$ cat src/rtl/control_sequencer.sv
// control_sequencer: hardwired control unit for a simple bus datapath.
// Sequences fetch (T0-T2) and execute (T3-T5) for register ALU ops, NOP and halt.
// Ports:
//   Clock, Clear          - clock and synchronous active-high reset
//   IR[31:0], mem_ready   - instruction fields and memory-read handshake
//   out_PC/out_Z_LO/out_MDR, *_in, IncPC, Read - datapath strobes
//   reg_out_en/sel, reg_in_en/sel, alu_op      - register file and ALU controls
//   Run, instr_count      - not-halted flag and completed-instruction counter
module control_sequencer (
    input  logic        Clock,
    input  logic        Clear,
    input  logic [31:0] IR,
    input  logic        mem_ready,
    output logic        out_PC,
    output logic        out_Z_LO,
    output logic        out_MDR,
    output logic        MAR_in,
    output logic        PC_in,
    output logic        MDR_in,
    output logic        IR_in,
    output logic        Y_in,
    output logic        Z_in,
    output logic        IncPC,
    output logic        Read,
    output logic        reg_out_en,
    output logic [3:0]  reg_out_sel,
    output logic        reg_in_en,
    output logic [3:0]  reg_in_sel,
    output logic [3:0]  alu_op,
    output logic        Run,
    output logic [15:0] instr_count
);

    typedef enum logic [2:0] {
        S_RST, S_T0, S_T1, S_T2, S_T3, S_T4, S_T5, S_HALT
    } state_t;

    localparam logic [4:0] OP_HALT = 5'b11011;

    state_t      r_state;
    state_t      w_next;
    logic [15:0] r_instr_count;
    logic [15:0] w_count_nxt;
    logic        w_inc;
    logic        w_is_alu;
    logic [3:0]  w_alu_sel;
    logic [4:0]  w_opcode;
    logic [3:0]  w_ra;
    logic [3:0]  w_rb;
    logic [3:0]  w_rc;
    logic        w_unused_ir;

    assign w_opcode    = IR[31:27];
    assign w_ra        = IR[26:23];
    assign w_rb        = IR[22:19];
    assign w_rc        = IR[18:15];
    assign w_unused_ir = ^IR[14:0];

    always_comb begin
        w_is_alu  = 1'b1;
        w_alu_sel = 4'd0;
        case (w_opcode)
            5'b00011: w_alu_sel = 4'd1;
            5'b00100: w_alu_sel = 4'd2;
            5'b00101: w_alu_sel = 4'd3;
            5'b00110: w_alu_sel = 4'd4;
            default:  w_is_alu  = 1'b0;
        endcase
    end

    // NOP and halt both complete in T3; ALU ops complete when leaving T5.
    assign w_inc       = ((r_state == S_T3) && !w_is_alu) || (r_state == S_T5);
    assign w_count_nxt = r_instr_count + {15'd0, w_inc};
    assign instr_count = r_instr_count;

    // Counter is written every cycle so it always tracks its own current value.
    always_ff @(posedge Clock) begin
        if (Clear) begin
            r_state       <= S_RST;
            r_instr_count <= 16'd0;
        end else begin
            r_state       <= w_next;
            r_instr_count <= w_count_nxt;
        end
    end

    always_comb begin
        w_next = r_state;
        case (r_state)
            S_RST:  w_next = S_T0;
            S_T0:   w_next = S_T1;
            S_T1:   w_next = mem_ready ? S_T2 : S_T1;
            S_T2:   w_next = S_T3;
            S_T3: begin
                if (w_is_alu)
                    w_next = S_T4;
                else if (w_opcode == OP_HALT)
                    w_next = S_HALT;
                else
                    w_next = S_T0;
            end
            S_T4:   w_next = S_T5;
            S_T5:   w_next = S_T0;
            S_HALT: w_next = S_HALT;
        endcase
    end

    always_comb begin
        out_PC      = 1'b0;
        out_Z_LO    = 1'b0;
        out_MDR     = 1'b0;
        MAR_in      = 1'b0;
        PC_in       = 1'b0;
        MDR_in      = 1'b0;
        IR_in       = 1'b0;
        Y_in        = 1'b0;
        Z_in        = 1'b0;
        IncPC       = 1'b0;
        Read        = 1'b0;
        reg_out_en  = 1'b0;
        reg_out_sel = 4'd0;
        reg_in_en   = 1'b0;
        reg_in_sel  = 4'd0;
        alu_op      = 4'd0;
        Run         = 1'b1;
        case (r_state)
            S_RST: ;
            S_T0: begin
                out_PC = 1'b1;
                MAR_in = 1'b1;
                IncPC  = 1'b1;
                Z_in   = 1'b1;
            end
            S_T1: begin
                out_Z_LO = 1'b1;
                Read     = 1'b1;
                MDR_in   = 1'b1;
                PC_in    = mem_ready;
            end
            S_T2: begin
                out_MDR = 1'b1;
                IR_in   = 1'b1;
            end
            S_T3: begin
                if (w_is_alu) begin
                    reg_out_en  = 1'b1;
                    reg_out_sel = w_rb;
                    Y_in        = 1'b1;
                end
            end
            S_T4: begin
                reg_out_en  = 1'b1;
                reg_out_sel = w_rc;
                alu_op      = w_alu_sel;
                Z_in        = 1'b1;
            end
            S_T5: begin
                out_Z_LO   = 1'b1;
                reg_in_en  = 1'b1;
                reg_in_sel = w_ra;
            end
            S_HALT: Run = 1'b0;
        endcase
    end

endmodule

$ cat config.mk
export PLATFORM = sky130hd
export DESIGN_NAME = control_sequencer
export DESIGN_NICKNAME = d
export VERILOG_FILES = /design/src/rtl/control_sequencer.sv
export SDC_FILE = /design/constraint.sdc
export NUM_CORES = 1
export LEC_CHECK = 0
export ABC_AREA = 1
export BUFFER_PORTS_ARGS = -buffer_cell sky130_fd_sc_hd__buf_2
export CAP_MARGIN = 20
export CORE_UTILIZATION = 30
export DETAILED_ROUTE_END_ITERATION = 10
export SLEW_MARGIN = 0
export SYNTH_ARGS = -nofsm -noshare
export SYNTH_HDL_FRONTEND = slang
export SYNTH_SLANG_ARGS = --single-unit
$ cat constraint.sdc
create_clock -name Clock -period 1.7 [get_ports Clock]
set_input_delay 0.34 -clock Clock [delete_from_list [all_inputs] [get_ports Clock]]
set_output_delay 0.34 -clock Clock [all_outputs]
set_load 0.01 [all_outputs]
==> results of run 1 <==
## final timing paths
check                           cells past startpoint  slack (ns)                          to
worst max-delay path                               10      -0.001   instr_count[4]$_SDFF_PP0_
worst min-delay path                                2        0.43       r_state[0]$_SDFF_PP0_
worst max register to register                     10      -0.001   instr_count[4]$_SDFF_PP0_
worst min register to register                      2        0.48  instr_count[15]$_SDFF_PP0_
## registers in the layout, indices dropped and copies added (netlist names)
signal / flops
r_state: 3
instr_count: 16
## logic make-up (layout without fill, tap and decap cells)
logic type	after synthesis	count (layout)	synth area share
AND/OR/NAND/NOR	106	106	0.389
other	1	1	0.00307
XOR/XNOR	2	2	0.0143
flip-flops	19	19	0.311
adder cells (fa/ha/maj)	3	3	0.0307
buffers and inverters	43	115	0.151
AO/OA/AOI/OAI	23	23	0.100
## what timing repair did
action                                  in CTS  in global routing
endpoints found under the setup margin      16                 23
gates resized for setup                      9                 10
pin swaps                                    3                  7
endpoints found under the hold margin        0                  0
buffers inserted                             1                  2
## power by group through the flow
stage	combinational [mW]	clock, mW	sequential (mW)
finish	0.529	0.310	0.529
global placement	0.460	0	0.531
CTS	0.475	0.329	0.532
detailed placement	0.460	0	0.533
global route	0.587	0.344	0.534
floorplan	0.301	0	0.524
## per-stage QoR
stage,setup WS (ns),instances,utilization,power (mW)
floorplan,-0.0474,197,-,0.825
global placement,-0.172,310,0.442,0.991
detailed placement,-0.222,310,0.442,0.993
CTS,0.000162,315,0.464,1.34
global route,-0.122,317,0.480,1.47
finish,-0.00137,317,0.480,1.37
## cell usage after synthesis, types with 2 or more instances
cell                       instances
sky130_fd_sc_hd__o21bai_1          2
sky130_fd_sc_hd__xor2_1            2
sky130_fd_sc_hd__ha_1              3
sky130_fd_sc_hd__nor3_1            2
sky130_fd_sc_hd__nand3_1          11
sky130_fd_sc_hd__nand4_1           2
sky130_fd_sc_hd__nor2_1           29
sky130_fd_sc_hd__buf_4             6
sky130_fd_sc_hd__dfxtp_1          19
sky130_fd_sc_hd__a21oi_1          13
sky130_fd_sc_hd__inv_1            35
sky130_fd_sc_hd__o21ai_1           2
sky130_fd_sc_hd__nor3b_1           2
sky130_fd_sc_hd__o21ai_0           5
sky130_fd_sc_hd__nor2_2            2
sky130_fd_sc_hd__nand2_1          52
## area by class of cell
| cell class | count | area, um2 |
|---|---|---|
| timing repair buffer | 75 | 429 |
| tap | 48 | 60.1 |
| multi-input combinational | 135 | 748 |
| clock buffer | 4 | 45.0 |
| inverter | 36 | 140 |
| fill | 411 | 1960 |
| sequential | 19 | 389 |
## metal layers
| metal | global-route usage | vias to the layer above | share of wire |
|---|---|---|---|
| met1 | 0.175 | 578 | 0.46 |
| met5 | 0 | - | 0 |
| met2 | 0.272 | 42 | 0.47 |
| met4 | 0.0380 | 0 | 0.0056 |
| li1 | - | 744 | - |
| met3 | 0.0379 | 2 | 0.061 |
==> results.md, run 1 <==
Power:
- Of the total power, the share spent switching nets is 0.342.
- The register share of total power is 0.387.
- For this design the ratio of total power to cell area is ~760 nW/um2.
- The cell-internal power is ~0.9 mW.
- The clock share of power is 0.227.
- Across the VDD grid, the largest voltage drop is approximately 0.52 mV.
- Summed over all cells, the static leakage comes to 1.00 nW.
- The reported net switching power is 0.468 mW.
- Of the total power, combinational logic draws 0.386.

Die:
- The top-level I/O count is 77.
- The width of the die is 65.8 um.
- In this run the standard cell core region covers approximately 3800 um2.
- The height of the die is between 60 and 70 um.
- The die covers 4330 um2.
- The row count is 22.
- For this configuration, the core starts out at a cell density of 0.324.

Routing:
- The total number of vias is between 1,000 and 1,500.
- The initial DRC count is 25.
- After detailed routing, the number of remaining DRC violations is 0.
- The average wire per standard cell is 9.58 um.
- Dividing the detail-routed via count by the number of cells gives between 4 and 5.
- The number of iterations in the first detailed-routing pass is 4.
- The wire length after detailed routing is 3040 um.
- The remaining antenna violation count after routing is 0.

Timing:
- On the final layout, the worst clock skew is 0.00167 ns.
- The post-route fraction of the period consumed by the critical path is 1.00.
- The total setup violations reported at the end of the flow is 1.
- The count of final max-slew check failures is 0.
- The worst-case hold slack is 0.427 ns.
- Summed over all failing endpoints, the final setup total negative slack is -0.00137 ns.
- The maximum clock rate is 0.588 GHz.
- The worst setup slack after layout is -0.00137 ns.
- The number of failing hold endpoints at the final stage is 0.
- Setup repair after global routing could not meet its margin everywhere.
- The minimum period implied by the final worst setup slack is 1.70 ns.

Setup path:
- The cell that appears most often on the critical path is sky130_fd_sc_hd__ha_4.
- The cell type group with the largest total delay on the critical path is simple AND/OR/NAND/NOR gates.
- The slowest stage of the critical path belongs to the cell sky130_fd_sc_hd__dfxtp_4.
- Walking the worst path, the cells encountered are nor3_4 > nand3_2 > nand2_2 > ha_4 > ha_4 > nand2_4 > nor2_4 > buf_4 > a21oi_1 > o21a_1.
- The worst setup path is launched from a register.
- The kind of end point of the critical path is a register.
- The critical path data required time is 1.85 ns.
- The kind of critical path is reg2reg.
- For the worst setup path, the data arrival time is 1.85 ns.
- In this run the critical register-to-register path is launched from r_state[0]$_SDFF_PP0_.
- The number of buffer and inverter stages on the critical path is 1.
- Along the worst path, the maximum fanout reaches 5.
- The stage delay of the slowest cell on the critical path is 0.37 ns.
- The beginning of the critical path is r_state[0]$_SDFF_PP0_.

Global routing:
- The number of antenna violations at the first check in global routing is 0.
- The number of global-route vias before repair is 1,228.
- Entering global routing, the biggest net connects 14 pins.
- The total grt overflow is 0.
- The first global-routing pass estimated 5070 um of wire.
- The aggregate global-route resource usage is 0.151.

Logic synthesis:
- The cell count after synthesis is 197.
- In this run, distinct cell masters in the synthesized netlist total 26.
- In this run, synthesis inferred 0 flip-flops with an integrated enable.
- The cell accounting for the most synthesized area is sky130_fd_sc_hd__dfxtp_1.
- Of the synthesized area, sequential elements account for 0.311.
- The share of synthesized area in the top cell type comes to 0.311.
- In this run, synthesis produced a sequential element count of 19.
- Each instance of the synthesized netlist takes up on average 6.20 um2.
- The total standard cell area after synthesis is 1220 um2.
- Among all flip-flop cells after synthesis, the most frequent one is sky130_fd_sc_hd__dfxtp_1.
- The net count of the mapped netlist is 235.
- The number of warnings reported in the yosys synthesis log is 0.
- Yosys attributes the largest share of cell area to sky130_fd_sc_hd__dfxtp_1 31%, sky130_fd_sc_hd__nand2_1 16%, sky130_fd_sc_hd__inv_1 11%.
- For this run, asynchronously set or reset flops after synthesis account for 0.

Cells and area:
- The library cells used most frequently in the layout, excluding fill and tap cells, are 60 x sky130_fd_sc_hd__buf_2, 46 x sky130_fd_sc_hd__nand2_1, 32 x sky130_fd_sc_hd__inv_1, 27 x sky130_fd_sc_hd__nor2_1, 16 x sky130_fd_sc_hd__dfxtp_1.
- The area growth from synthesis to layout is 48.4%.
- The net total in the final layout is ~300.
- 0 antenna diodes ended up in the layout.
- Once layout is done, the placed cells without fillers occupy 1810 um2.
- Of the cells placed in the final design, the portion with a size suffix greater than 1 is 0.398.
- The library cell used most frequently in the layout, excluding fill and tap cells, is sky130_fd_sc_hd__buf_2.

CTS:
- Buffers inserted to repair hold after CTS numbered 0.
- CTS placed an instance of sky130_fd_sc_hd__clkbuf_8 at the clock tree root.
- The clock input transition at the sequential cells of the worst setup and hold paths is around 0.07 ns.
- In this run, CTS created clock tree buffers numbering 3.
- Clock tree synthesis found a total of 19 sinks.
- TritonCTS built the clock tree.
- The clock passes through at most 2 buffers.
- The clock latency of the later-clocked register in the worst-skew pair is around 0.25 ns.
- In this run the number of H-tree levels came out at 1.

Placed design:
- The routability congestion estimate is 0.778.
- Detailed placement finished with a half-perimeter wire length of approximately 2400 um.
- After detailed placement, the total cell area comes to around 1700 um2.
- The port buffer count is 60.

Min path:
- The worst hold path belongs to the class in2reg.
- The hold path startpoint is Clear.

Run status:
- The run finished, with violations left.
- The checks that failed: setup timing.

Flow run:
- The number of maximum-capacitance constraint violations is 0.
Power figures use the tool's default switching activity.
==> inputs of run 2 (changes only) <==
ABC_AREA = unset   (was 1)
clock period = 2.2 ns   (was 1.7 ns; I/O delays follow)
==> run 2 against run 1 <==
Setup slack better by 0.20 ns; area after synthesis down 2.7%; via count fell by 8.9%; critical endpoint is now instr_count[14]$_SDFF_PP0_; highest routed layer unchanged; utilization fell by 5.2 points; final area down 11%; sequential cell count is the same; sequential power down 33%; total power decreased by 48%; the flow now finishes without violations; worst hold slack improved by 0.054 ns.
==> results.md, run 2 <==
CTS:
- The post-CTS setup buffer count came to 0 (-1).
- The number of H-tree levels is 1 (unchanged).
- The clock input transition at the sequential cells of the worst setup and hold paths came to 0.07 ns (about the same).
- The maximum count of clock buffers along a single path is 2 (unchanged).
- The clock root buffer master is sky130_fd_sc_hd__clkbuf_8.
- TritonCTS built the clock tree.
- The total number of clock tree sinks is 19 (unchanged).
- The number of buffers added by the clock tree synthesis step is 3 (unchanged).
- The clock latency of the later-clocked register in the worst-skew pair is 0.25 ns (about the same).

Min path:
- The class of the worst hold path is in2reg.
- The hold path startpoint is IR[31].
- The instance count along the most critical hold path was 3 (+1).
- For hold timing, the worst endpoint is r_state[1]$_SDFF_PP0_.

Power:
- The switching part of the total power is 0.258 (-0.0838).
- The combinational share of power is 0.174 (-0.212).
- The power density over the cells is 445 nW/um2 (-41%).
- The clock share of power is 0.333 (+0.106).
- The reported net switching power is 0.184 mW (-61%).
- The standby leakage power was 0.770 nW (-23%).
- The largest vdd supply drop came to 0.205 mV (-60%).
- The register share of total power is 0.493 (+0.106).
- The cell-internal power came to 0.530 mW (-41%).

Setup path:
- The largest driver fanout on the critical path came to 3 (-2).
- In this design, the critical path's most frequently occurring cell is sky130_fd_sc_hd__ha_1.
- The critical path data required time is 2.34 ns (+0.49 ns).
- The worst register-to-register path begins at r_state[2]$_SDFF_PP0_.
- STA classifies the critical path endpoint as a register.
- Walking the worst path, the cells encountered are buf_2 > and3b_1 > o21ai_2 > o21a_1 > ha_1 > ha_1 > nand2_1 > nor4_2 > mux2_1.
- The worst setup path is launched from a primary input.
- The worst setup path is of the in2reg kind.
- The stage delay of the slowest cell on the critical path was 0.35 ns (-0.02 ns).
- The worst endpoint data arrival time is 2.15 ns (+0.30 ns).
- The worst reg-to-reg setup slack is 0.30 ns (+0.30 ns).
- The slowest stage of the critical path belongs to the cell sky130_fd_sc_hd__mux2_1.
- The number of cells on the worst reg-to-reg path is 7 (-3).
- The endpoint of the worst-slack reg-to-reg timing path is instr_count[14]$_SDFF_PP0_.

Timing:
- The count of final max-slew check failures is 0 (unchanged).
- Setup repair after global routing left no endpoint under its margin.
- The worst clock skew on the final layout came to 0.00474 ns (+0.00307 ns).
- Of the available clock period, the critical path in the final layout requires 0.912.
- The total setup violations reported at the end of the flow is 0 (-1).
- The final setup TNS came to 0 ns (+0.00137 ns).
- The maximum clock rate is about 0.5 GHz.
- The minimum period implied by the final worst setup slack is 2.01 ns.
- The number of failing hold endpoints at the final stage is 0 (unchanged).
- The worst setup slack after layout is 0.194 ns (+0.195 ns).

Die:
- The placeable core region is 3740 um2 (-0.73%).
- The width of the die is 64.9 um (-1.3%).
- The height of the die came to 64.9 um (-1.3%).
- The row count was 22 (unchanged).
- The top-level I/O count is 77 (unchanged).
- The area of the die is 4220 um2 (-2.6%).
- The starting density of the core is 0.318 (-0.00631).

Cells and area:
- The net total in the final layout is 249 (-19%).
- The area taken by multi-input logic gates was 724 um2 (-3.2%).
- The antenna cell count came to 0 (unchanged).
- The filler cell count came to 389 (-5.4%).
- The number of flip-flops under the largest register name is 16 (unchanged).
- The register cell area after layout is 380 um2 (-2.3%).
- In the layout the commonest cells are 60 x sky130_fd_sc_hd__buf_2, 19 x sky130_fd_sc_hd__dfxtp_1, 16 x sky130_fd_sc_hd__nand3_1, 12 x sky130_fd_sc_hd__nor2_1.
- The area added between synthesis and finish is 34.9%.
- The fraction of layout cells with a size suffix above 1 is 0.386 (-0.0121).
- The most common library cell in the layout ignoring fill and taps is sky130_fd_sc_hd__buf_2.

Placed design:
- The post-placement setup slack came to -0.0721 ns (+0.150 ns).
- The routability congestion estimate is 0.728 (-6.5%).
- The port buffer count is 60 (unchanged).
- The half-perimeter wire length of the detailed placement result is 2050 um (-13%).

Global routing:
- The number of global-route vias before repair is 1,041 (-15%).
- The wire length of the first global-routing pass is 4600 um (-9.4%).
- The total grt overflow is 0 (unchanged).
- The aggregate global-route resource usage came to 0.135 (-0.0156).
- The largest net degree at the start of global routing came to 24 (+10).
- The number of antenna violations at the first check in global routing is 0 (unchanged).

Logic synthesis:
- The area fraction of the dominant cell type after synthesis is 0.320 (+0.00852).
- The total standard cell area after synthesis is 1190 um2 (-2.7%).
- The sequential fraction of the synthesis area is 0.320 (+0.00852).
- The cell count after synthesis was 148 (-25%).
- The number of warnings reported in the yosys synthesis log came to 0 (unchanged).
- The cell accounting for the most synthesized area is sky130_fd_sc_hd__dfxtp_1.
- The number of distinct library cells after synthesis is 38 (+46%).
- The number of flip-flops and latches in the synthesized netlist is 19 (unchanged).
- After synthesis, the most frequently instantiated cells are 19 x sky130_fd_sc_hd__dfxtp_1, 16 x sky130_fd_sc_hd__nand3_1, 12 x sky130_fd_sc_hd__nor2_1.
- The most used flip-flop cell after synthesis is sky130_fd_sc_hd__dfxtp_1.
- The share of synthesized registers carrying an async set or reset is 0 (unchanged).
- The count of flip-flops with a built-in enable after synthesis came to 0 (unchanged).
- The net count of the mapped netlist is 186 (-21%).
- Sorting the synthesized cells by area gives the leading types as sky130_fd_sc_hd__dfxtp_1 32%, sky130_fd_sc_hd__nand3_1 6.7%, sky130_fd_sc_hd__nor2b_1 4.7%.
- The average size of a mapped cell came to 8.03 um2 (+30%).
- Yosys instantiated no cell more often than sky130_fd_sc_hd__dfxtp_1.

Routing:
- The total number of vias is 1,245 (-8.9%).
- The initial DRC count is 51 (+100%).
- The wire length after detailed routing is 2760 um (-9.1%).
- The remaining antenna violation count after routing was 0 (unchanged).
- The remaining design rule violation count is 0 (unchanged).
- The average wire per standard cell came to 10.7 um (+12%).
- The number of iterations in the first detailed-routing pass is 4 (unchanged).
- The number of vias per cell after detailed routing is 4.83 (+12%).

Run status:
- The flow ran to the end, and the final reports show no timing, DRC or antenna violations.

Flow run:
- The number of maximum-capacitance constraint violations was 0 (unchanged).
-- run 2: changes by cell type in the layout (fill, tap and decap cells not counted), sizes merged, moves of 3 or more --
cell	delta
nor4	+4
mux2	+4
buf	-4
nor2	-20
nand3	+4
o31ai	+3
or3	+4
or4	+3
o21ai	+3
and3	+5
inv	-34
nor2b	+9
nand2	-45
-- run 2: per-layer routing --
| layer | vias to the layer above | GRT usage | routed length, um | part of all wire |
|---|---|---|---|---|
| met5 | - | 0 | 0 | 0 |
| met4 | 0 | 0.0417 | 8 | 0.0029 |
| met3 | 2 | 0.0211 | 203 | 0.073 |
| met2 | 44 | 0.215 | 1170 | 0.42 |
| met1 | 551 | 0.185 | 1380 | 0.50 |
| li1 | 648 | - | - | - |
-- run 2: final cells by class --
type                    instances  area share
multi-input cells             113       0.452
repair buffers                 71       0.239
well taps                      48      0.0374
clock buffers                   4      0.0281
flip-flops and latches         19       0.237
inverters                       3     0.00702
-- run 2: power by group through the flow --
| stage | clock [mW] | combinational (mW) | sequential (mW) |
|---|---|---|---|
| 3_3_place_gp | 0 | 0.124 | 0.360 |
| 5_1_grt | 0.262 | 0.140 | 0.353 |
| 4_1_cts | 0.247 | 0.125 | 0.352 |
| 3_5_place_dp | 0 | 0.125 | 0.360 |
| 2_1_floorplan | 0 | 0.0766 | 0.361 |
| 6_report | 0.238 | 0.124 | 0.352 |
-- run 2: per-stage QoR --
step           area, um2  cells  hold WS [ns]  total power [mW]  utilization
4_1_cts             1600    258         0.481             0.725        0.428
5_1_grt             1600    258         0.495             0.755        0.428
3_3_place_gp        1560    254         0.513             0.484        0.416
3_5_place_dp        1560    254         0.516             0.485        0.416
2_1_floorplan       1190    148         0.515             0.437            -
6_report            1600    258         0.481             0.715        0.428
-- run 2: how the worst max path moves through the flow --
stage	startpoint	endpoint	slack [ns]	depth (start not counted)
6_report	IR[28]	instr_count[14]$_SDFF_PP0_	0.19	9
5_1_grt	IR[29]	instr_count[14]$_SDFF_PP0_	0.03	9
4_1_cts	r_state[2]$_SDFF_PP0_	reg_out_sel[1]	0.09	5
3_5_place_dp	IR[28]	instr_count[14]$_SDFF_PP0_	-0.07	9
3_3_place_gp	IR[28]	instr_count[14]$_SDFF_PP0_	-0.05	9
2_1_floorplan	IR[28]	instr_count[14]$_SDFF_PP0_	0.06	8
-- run 2: worst max-delay path, delay by kind of cell --
kind,cells,cell delay (ns)
simple gates,3,0.62
buf+inv,1,0.11
fa+ha+maj,2,0.37
mux,1,0.35
compound gates,2,0.27
-- run 2: what timing repair did --
item	4_1_cts	5_1_grt
gates resized for setup	0	1
hold endpoints to repair	0	0
hold buffers	0	0
setup endpoints to repair	0	4
-- run 2: kinds of logic after synthesis --
| group | count (synthesis) | synth area share |
|---|---|---|
| compound gates | 28 | 0.134 |
| xor+xnor | 4 | 0.0295 |
| fa+ha+maj | 3 | 0.0316 |
| buf+inv | 16 | 0.0758 |
| flops | 19 | 0.320 |
| mux | 4 | 0.0379 |
| other cells | 1 | 0.00315 |
| simple gates | 73 | 0.368 |
